File: src/rtl/clock_display_scan.sv
// clock_display_scan
// Time-multiplexed 8-digit common-anode 7-segment driver for the century
// clock. Digits are snapshotted on the seconds tick so a half-updated value
// is never rendered. The display alternates between a time page (HH MM SS)
// and a date page (DD MM YYYY). Each digit slot starts with one dark cycle
// to keep ghosting off the neighbouring digit.

module clock_display_scan #(
  parameter int SCAN_DIV = 1000,  // clk cycles per digit slot, >= 2
  parameter int PAGE_SEC = 5      // seconds each page stays up, >= 1
) (
  input  logic       clk,
  input  logic       rst,
  input  logic       tick_s,
  input  logic       page_hold,
  input  logic [3:0] sec_unit,
  input  logic [3:0] sec_ten,
  input  logic [3:0] min_unit,
  input  logic [3:0] min_ten,
  input  logic [3:0] hour_unit,
  input  logic [3:0] hour_ten,
  input  logic [3:0] day_unit,
  input  logic [1:0] day_ten,
  input  logic [3:0] month_unit,
  input  logic [1:0] month_ten,
  input  logic [3:0] year_unit,
  input  logic [3:0] year_ten,
  input  logic [3:0] year_hund,
  input  logic [3:0] year_thou,
  output logic [7:0] an_n,
  output logic [6:0] seg_n,
  output logic       dp_n,
  output logic       page
);

  // Counter widths; a width of at least one bit keeps degenerate
  // parameter values legal.
  localparam int SCAN_W = (SCAN_DIV > 1) ? $clog2(SCAN_DIV) : 1;
  localparam int PAGE_W = (PAGE_SEC > 1) ? $clog2(PAGE_SEC) : 1;

  localparam logic [SCAN_W-1:0] SCAN_LAST = SCAN_W'(SCAN_DIV - 1);
  localparam logic [PAGE_W-1:0] PAGE_LAST = PAGE_W'(PAGE_SEC - 1);

  localparam logic [6:0] SEG_BLANK = 7'h7F;
  localparam logic [6:0] SEG_DASH  = 7'h3F;

  // Segment pattern {g,f,e,d,c,b,a}, active-low. Anything outside 0..9
  // renders as a dash so a corrupted digit is visible rather than silent.
  function automatic logic [6:0] seg_encode(input logic [3:0] val,
                                            input logic       blank);
    logic [6:0] code;
    if (blank) begin
      code = SEG_BLANK;
    end else begin
      case (val)
        4'd0:    code = 7'h40;
        4'd1:    code = 7'h79;
        4'd2:    code = 7'h24;
        4'd3:    code = 7'h30;
        4'd4:    code = 7'h19;
        4'd5:    code = 7'h12;
        4'd6:    code = 7'h02;
        4'd7:    code = 7'h78;
        4'd8:    code = 7'h00;
        4'd9:    code = 7'h10;
        default: code = SEG_DASH;
      endcase
    end
    return code;
  endfunction

  // Active-low one-hot anode for a digit index; all dark during dead-time.
  function automatic logic [7:0] anode_mask(input logic [2:0] digit,
                                            input logic       dark);
    logic [7:0] mask;
    if (dark) begin
      mask = 8'hFF;
    end else begin
      mask = ~(8'h01 << digit);
    end
    return mask;
  endfunction

  // Scan and page state
  logic [SCAN_W-1:0] scan_cnt;
  logic [2:0]        idx;
  logic [PAGE_W-1:0] page_cnt;
  logic              page_req;

  // Shadow copies of the clock digits, refreshed only on tick_s
  logic [3:0] sh_sec_unit;
  logic [3:0] sh_sec_ten;
  logic [3:0] sh_min_unit;
  logic [3:0] sh_min_ten;
  logic [3:0] sh_hour_unit;
  logic [3:0] sh_hour_ten;
  logic [3:0] sh_day_unit;
  logic [3:0] sh_day_ten;
  logic [3:0] sh_month_unit;
  logic [3:0] sh_month_ten;
  logic [3:0] sh_year_unit;
  logic [3:0] sh_year_ten;
  logic [3:0] sh_year_hund;
  logic [3:0] sh_year_thou;

  // Combinational next values
  logic       scan_wrap;
  logic       frame_wrap;
  logic       page_step;
  logic [3:0] digit_val;
  logic       digit_blank;
  logic       dp_on;
  logic [7:0] an_next;
  logic [6:0] seg_next;
  logic       dp_next;

  // Slot and frame boundary detection
  always_comb begin
    scan_wrap  = (scan_cnt == SCAN_LAST);
    frame_wrap = scan_wrap && (idx == 3'd7);
    page_step  = tick_s && !page_hold;
  end

  // Pick the shadow digit, its blanking and the decimal point for the
  // current page and digit index
  always_comb begin
    digit_val   = 4'd0;
    digit_blank = 1'b1;
    dp_on       = 1'b0;
    if (page == 1'b0) begin
      case (idx)
        3'd0: begin
          digit_val   = sh_sec_unit;
          digit_blank = 1'b0;
        end
        3'd1: begin
          digit_val   = sh_sec_ten;
          digit_blank = 1'b0;
        end
        3'd2: begin
          digit_val   = sh_min_unit;
          digit_blank = 1'b0;
          dp_on       = ~sh_sec_unit[0];
        end
        3'd3: begin
          digit_val   = sh_min_ten;
          digit_blank = 1'b0;
        end
        3'd4: begin
          digit_val   = sh_hour_unit;
          digit_blank = 1'b0;
          dp_on       = ~sh_sec_unit[0];
        end
        3'd5: begin
          // Leading zero of the hour is suppressed
          digit_val   = sh_hour_ten;
          digit_blank = (sh_hour_ten == 4'd0);
        end
        default: begin
          digit_val   = 4'd0;
          digit_blank = 1'b1;
        end
      endcase
    end else begin
      case (idx)
        3'd0: digit_val = sh_year_unit;
        3'd1: digit_val = sh_year_ten;
        3'd2: digit_val = sh_year_hund;
        3'd3: digit_val = sh_year_thou;
        3'd4: begin
          digit_val = sh_month_unit;
          dp_on     = 1'b1;
        end
        3'd5: digit_val = sh_month_ten;
        3'd6: begin
          digit_val = sh_day_unit;
          dp_on     = 1'b1;
        end
        3'd7: digit_val = sh_day_ten;
        default: digit_val = 4'd0;
      endcase
      digit_blank = 1'b0;
    end
  end

  // Output pattern for the next cycle; dark anodes while scan_cnt is 0
  always_comb begin
    an_next  = anode_mask(idx, (scan_cnt == '0));
    seg_next = seg_encode(digit_val, digit_blank);
    dp_next  = ~dp_on;
  end

  // Scan prescaler and digit index
  always_ff @(posedge clk or posedge rst) begin
    if (rst) begin
      scan_cnt <= '0;
      idx      <= 3'd0;
    end else if (scan_wrap) begin
      scan_cnt <= '0;
      idx      <= idx + 3'd1;
    end else begin
      scan_cnt <= scan_cnt + SCAN_W'(1);
    end
  end

  // Page timer: counts seconds unless held; toggles the requested page
  always_ff @(posedge clk or posedge rst) begin
    if (rst) begin
      page_cnt <= '0;
      page_req <= 1'b0;
    end else if (page_step) begin
      if (page_cnt == PAGE_LAST) begin
        page_cnt <= '0;
        page_req <= ~page_req;
      end else begin
        page_cnt <= page_cnt + PAGE_W'(1);
      end
    end else begin
      page_cnt <= page_cnt;
      page_req <= page_req;
    end
  end

  // Apply the requested page only when the scan wraps back to digit 0
  always_ff @(posedge clk or posedge rst) begin
    if (rst) begin
      page <= 1'b0;
    end else if (frame_wrap) begin
      page <= page_req;
    end else begin
      page <= page;
    end
  end

  // Snapshot every clock digit on the seconds tick
  always_ff @(posedge clk or posedge rst) begin
    if (rst) begin
      sh_sec_unit   <= 4'd0;
      sh_sec_ten    <= 4'd0;
      sh_min_unit   <= 4'd0;
      sh_min_ten    <= 4'd0;
      sh_hour_unit  <= 4'd0;
      sh_hour_ten   <= 4'd0;
      sh_day_unit   <= 4'd0;
      sh_day_ten    <= 4'd0;
      sh_month_unit <= 4'd0;
      sh_month_ten  <= 4'd0;
      sh_year_unit  <= 4'd0;
      sh_year_ten   <= 4'd0;
      sh_year_hund  <= 4'd0;
      sh_year_thou  <= 4'd0;
    end else if (tick_s) begin
      sh_sec_unit   <= sec_unit;
      sh_sec_ten    <= sec_ten;
      sh_min_unit   <= min_unit;
      sh_min_ten    <= min_ten;
      sh_hour_unit  <= hour_unit;
      sh_hour_ten   <= hour_ten;
      sh_day_unit   <= day_unit;
      sh_day_ten    <= {2'b00, day_ten};
      sh_month_unit <= month_unit;
      sh_month_ten  <= {2'b00, month_ten};
      sh_year_unit  <= year_unit;
      sh_year_ten   <= year_ten;
      sh_year_hund  <= year_hund;
      sh_year_thou  <= year_thou;
    end else begin
      sh_sec_unit   <= sh_sec_unit;
      sh_sec_ten    <= sh_sec_ten;
      sh_min_unit   <= sh_min_unit;
      sh_min_ten    <= sh_min_ten;
      sh_hour_unit  <= sh_hour_unit;
      sh_hour_ten   <= sh_hour_ten;
      sh_day_unit   <= sh_day_unit;
      sh_day_ten    <= sh_day_ten;
      sh_month_unit <= sh_month_unit;
      sh_month_ten  <= sh_month_ten;
      sh_year_unit  <= sh_year_unit;
      sh_year_ten   <= sh_year_ten;
      sh_year_hund  <= sh_year_hund;
      sh_year_thou  <= sh_year_thou;
    end
  end

  // Registered display outputs
  always_ff @(posedge clk or posedge rst) begin
    if (rst) begin
      an_n  <= 8'hFF;
      seg_n <= SEG_BLANK;
      dp_n  <= 1'b1;
    end else begin
      an_n  <= an_next;
      seg_n <= seg_next;
      dp_n  <= dp_next;
    end
  end

endmodule

File: config.mk
export PLATFORM = sky130hd
export DESIGN_NAME = clock_display_scan
export DESIGN_NICKNAME = d
export VERILOG_FILES = /design/src/rtl/clock_display_scan.sv
export SDC_FILE = /design/constraint.sdc
export NUM_CORES = 1
export LEC_CHECK = 0
export CAP_MARGIN = 20
export CORE_ASPECT_RATIO = 0.8
export CORE_MARGIN = 4
export CORE_UTILIZATION = 44
export DETAILED_ROUTE_END_ITERATION = 12
export PLACE_DENSITY = 0.69
export RECOVER_POWER = 100
export SLEW_MARGIN = 5
export SYNTH_ARGS = -nofsm -noshare
export SYNTH_HDL_FRONTEND = slang
export SYNTH_SLANG_ARGS = --single-unit
File: constraint.sdc
create_clock -name clk -period 8.7 [get_ports clk]
set_clock_uncertainty 0.2 [all_clocks]
set_input_delay 1.305 -clock clk [delete_from_list [all_inputs] [get_ports clk]]
set_output_delay 1.305 -clock clk [all_outputs]
set_load 0.01 [all_outputs]
Word-level counts from Yosys, hierarchy flattened

Memories as Yosys holds them, arrays and structs flattened.
Cells that the tools add are included.

Flip-flop bits (word level): 86
Bits in latches: 0
Memory bits (writable): 0
ROM bits: 112
Bits of input ports: 56
Output and inout port bits: 17
Word-level logic and storage cells: 62
Memories kept: 1

Add/subtract/negate cells: 3
$mul: 0
Divide/modulo/power cells: 0
Order comparisons: 0
Eq/ne operators: 9
Shift-type cells: 1
Multiplexer cells: 12
Bitwise operators: 4
Reduce and logical (&&, ||, !) cells: 10

Memory list:

| name            | depth | width | read ports | clocked after memory_dff | wr ports | RTL line | text |
|---|---|---|---|---|---|---|---|
| (no name shown) | 16    | 7     | 1          | 0                        | 0        | 55       | `case (val)` |

Operators with widths:

| cell                    | count |
|---|---|
| $pmux W4 S8             | 1 |
| $pmux W4 S6             | 1 |
| $eq A3 B3 Y1 const B    | 5 |
| $add A10 B1 Y10 const B | 1 |
| $eq A10 B10 Y1 const B  | 1 |
| $logic_not A10 Y1       | 1 |
| $mux W10                | 1 |
| $mux W8                 | 1 |
| $not A8 Y8              | 1 |
| $shl A1 B3 Y8 const A   | 1 |
| $mux W7                 | 1 |
| $add A3 B1 Y3 const B   | 2 |
| $eq A3 B2 Y1 const B    | 2 |
| $reduce_or A5 Y1        | 1 |
| $logic_not A4 Y1        | 1 |
| $mux W1                 | 4 |
| $mux W4                 | 1 |
| $reduce_or A2 Y1        | 2 |
| $eq A3 B1 Y1 const B    | 1 |
| $logic_not A3 Y1        | 1 |
| $mux W3                 | 1 |
| $not A1 Y1              | 3 |
| $logic_and A1 B1 Y1     | 2 |
| $pmux W1 S2             | 1 |
| 2 further kinds         | 2 |

Depth between registers and ports, before layout

Word-level depth: 5
Mapped depth: 12
Gate-level depth less buffers: 10

Worst setup path after synthesis

No wires, ideal clock.

Path type: register -> register
Start point: register idx[2]
End point: register seg_n[2]
Arrival time: 2.681 ns
Required time: 8.416 ns
Setup slack: 5.736 ns
Stages on the path, launching flop included: 11
Cell sequence: dfrtp_1 > buf_2 > inv_1 > ha_1 > clkbuf_1 > or4_4 > or3_4 > a31oi_4 > inv_1 > ha_1 > a221o_1

Longest elaborated chain between the ends: 5
Elaborated cells between the ends (all ways): 16
Classes of those cells: eq/ne (7); mux (6); reduce/logical (2); memory (1)

Ends and longest elaborated chain:

| what                                      | RTL line | text |
|---|---|---|
| start, declared                           | 86       | `logic [2:0] idx;` |
| start signal, assigned                    | 200      | `idx <= idx + 3'd1;` |
| $eq A3 B3 Y1 (tied with other cells)      | 165      | `case (idx)` |
| $pmux W4 S8 (tied with other cells)       | 165      |  |
| $mux W4 or $pmux W1 S2 (tied branches)    | 130, 131 |  |
| $mem_v2 Z16 W7 or $mux W1 (tied branches) | n/a      |  |
| $mux W7 *                                 | 52       | `if (blank) begin` |
| via seg_next[2]                           | 114      | `logic [6:0] seg_next;` |
| end signal, assigned                      | 293      | `seg_n <= seg_next;` |
| end, declared                             | 31       | `output logic [6:0] seg_n,` |

Mark *: on every way through the listed nets, which the timed path passes. The rest lies on a longest branch.
A chain may end at the register's enable or synchronous reset.

Worst setup path after layout

Start point: input tick_s
End point: register sh_hour_unit[2]

RTL lines:

| what                 | RTL line | text |
|---|---|---|
| start, declared      | 14       | `input logic tick_s,` |
| end signal, assigned | 257      | `sh_hour_unit <= hour_unit;` |
| end signal, assigned | 272      | `sh_hour_unit <= sh_hour_unit;` |
| end, declared        | 95       | `logic [3:0] sh_hour_unit;` |

No word-level cell between the ends.

==> results by group <==
Timing
  – Worst-Margin Slew: 2.26 ns
  – Hold WS: 0.273 ns
  – RSZ-0062 raised after global routing: no
  – Setup tns final: 0 ns
  – Slew Viols, Final: 77
  – Fmax achieved: 253 MHz
  – Final period util: 45.4%
  – Relative slew margins: -50.5%
  – Number of setup violations in the final report: 0
  – Count of final hold-check violations: 0
  – Min Tclk post-route: 3.95 ns

Power and ir drop
  – Sw Ratio: 22.5%
  – Pint: 0.771 mW
  – Max VDD drop: 0.195 mV
  – Sequential share of power: 46.7%
  – Total Power: 0.995 mW
  – Power per Cell Area: 194 mW/mm2
  – Clock power frac: 41.2%
  – Sw power: 0.224 mW
  – Static Leak: 2.08 nW
  – Power share of the combinational group: 12.1%

Final layout
  – Most flops, register: scan_cnt
  – Max FFs per register: 10
  – Top Registers: scan_cnt (10), an_n (8), seg_n (7)
  – Antenna fix cells: 0
  – Area delta synth->final: 28.3%
  – # nets final: 463
  – Non-Filler Instances: 511
  – Share of layout cells above drive strength 1: 25.1%
  – Filler cell count: 707
  – Design Area, Final: 0.00513 mm2

Placement
  – Area after DPL: 0.00482 mm2
  – Port Buffers: 72
  – Post-DP HPWL: 6.47 mm
  – Placed cells: 494
  – Global placer's final weighted congestion: 0.852

Logic synthesis
  – Async SR Flop Fraction: 100%
  – Most numerous cell in the Yosys netlist: dfrtp_1
  – Synthesized cell area: 0.00400 mm2
  – Register area share after synthesis: 54.3%
  – Top FF cell, synth: dfrtp_1
  – Synth warn: 0
  – Syn avg cell area: 12.4 um2
  – Largest area contributor in the synthesized netlist: dfrtp_1
  – Post-Syn Nets: 392
  – Register bit total from synthesis: 86
  – Share of the synthesized area in the top cell type: 43.8%
  – Cells after Synth: 323
  – Synth cell count leaders: dfrtp_1, mux2_2, nand2_1
  – Count of cell types in the netlist: 49
  – Top cells by area, synth: dfrtp_1, mux2_2, dfstp_2
  – EDFF count, synth: 0

Global route
  – Initial antenna violation count: 0
  – Largest net degree at the start of global routing: 87
  – Vias in the first global route: 2,872
  – First-pass GRT wire length: 14.9 mm
  – All-Layer GR Usage: 18.2%
  – Global route overflow: 0

Worst hold path
  – Hold Path Class: register to register

Floorplanning
  – Top Ports: 73
  – Core Region: 0.00867 mm2
  – Die height: 93.3 um
  – Die X: 115 um
  – Starting density of the core: 46.2%
  – Row count: 30
  – Area of the die: 0.0107 mm2

Drt
  – Initial drt markers: 179
  – TritonRoute pass-1 iters: 4
  – Final WL: 9.00 mm
  – Via Count: 2,742
  – Remaining routing DRC violations: 0
  – Routed WL per cell: 17.6 um
  – Via density: 5.37
  – ANT nets after route: 0

Critical path
  – WS Path Type: input port to register
  – Reg-to-reg setup timing slack: 4.89 ns
  – CP arrival: 3.96 ns
  – CP Max Fanout: 34
  – Worst setup EP type: register
  – WP data required: 8.71 ns
  – Crit path launch type: input port

CTS
  – Maximum clock insertion buffer count: 2
  – Clk_lat worst skew: 0.34 ns
  – Post-CTS Setup Bufs: 0
  – Clock Pin Slew Worst Setup and Hold Paths: 0.06 ns
  – Sink Count: 86
  – CTS HTree Levels: 3
  – CTS resizes: 0
  – Root buffer cell: clkbuf_16
  – CTS Hold Bufs: 0
  – TritonCTS clock tree: yes
  – Total CTS buffers: 9

Flow run
  – Max cap viols: 2

Status
  – Failing checks: capacitance limit, slew limit
  – Status: finished, violations left
==> metrics by stage <==
stage | setup WS [ns] | util [%]
finish | 4.75 | 59.2
global route | 4.45 | 59.2
CTS | 5.14 | 59.3
detailed placement | 5.17 | 55.6
global placement | 5.30 | 55.4
floorplan | 5.00 | -
==> per-layer routing <==
layer | GRT usage [%] | wire (um)
met5 | 0 | 0
met4 | 5.64 | 131
met3 | 5.89 | 573
met2 | 26.2 | 3860
met1 | 26.2 | 4430
==> power by group through the flow <==
| stage | combinational [mW] | clock (mW) | sequential, mW |
|---|---|---|---|
| floorplan | 0.0720 | 0 | 0.466 |
| global placement | 0.119 | 0 | 0.472 |
| detailed placement | 0.123 | 0 | 0.472 |
| CTS | 0.124 | 0.419 | 0.465 |
| global route | 0.136 | 0.435 | 0.469 |
| finish | 0.121 | 0.410 | 0.465 |
==> cell type report <==
class,instances,area (um2),area share [%]
flip-flops and latches,86,2170,42.3
well taps,112,140,2.73
multi-input cells,206,1700,33.1
inverters,15,57.6,1.12
clock inverters,4,72.6,1.41
clock buffers,12,246,4.80
repair buffers,76,746,14.5
==> critical path, stage by stage <==
cell and delay [ns]:
clkbuf_1 0.78, clkbuf_1 1.39, mux2_2 0.45
==> final timing paths <==
| path | depth (start not counted) | start | to |
|---|---|---|---|
| max | 3 | tick_s | sh_hour_unit[2] |
| min | 1 | page_req | page_req |
| max reg2reg | 9 | idx[2] | seg_n[4] |
| min reg2reg | 1 | page_req | page_req |
| max in group asynchronous | 3 | rst | page_cnt[0] |
| min in group asynchronous | 3 | rst | sh_hour_unit[1] |
==> cells in the final DEF (no fill, tap or decap), types with 3 or more instances in the layout <==
| cell | instances |
|---|---|
| clkbuf_16 | 9 |
| dlygate4sd3_1 | 18 |
| mux2_2 | 60 |
| a21oi_1 | 9 |
| xnor2_1 | 5 |
| clkdlybuf4s50_1 | 53 |
| a221oi_1 | 4 |
| inv_1 | 14 |
| xor2_1 | 4 |
| o21ai_0 | 12 |
| a222oi_1 | 3 |
| nand3_1 | 11 |
| clkbuf_1 | 6 |
| nor3_1 | 5 |
| a221o_1 | 4 |
| nor2b_1 | 3 |
| dfrtp_1 | 70 |
| nand2_1 | 21 |
| ha_1 | 13 |
| nor2_1 | 14 |
| a22oi_1 | 3 |
| dfstp_2 | 16 |
==> cell families (layout without fill, tap and decap cells) <==
| group | after synthesis | in the layout | share of synthesized area (%) |
|---|---|---|---|
| AOI/OAI and AO/OA | 55 | 55 | 11.1 |
| xor gates and xnor gates | 9 | 9 | 1.97 |
| adders and majority gates | 13 | 13 | 4.06 |
| buffers and inverters | 31 | 107 | 3.19 |
| DFF | 86 | 86 | 54.3 |
| muxes | 60 | 60 | 16.9 |
| and+or+nand+nor | 69 | 69 | 8.57 |
Note: power is estimated with default switching activity, not from simulation.
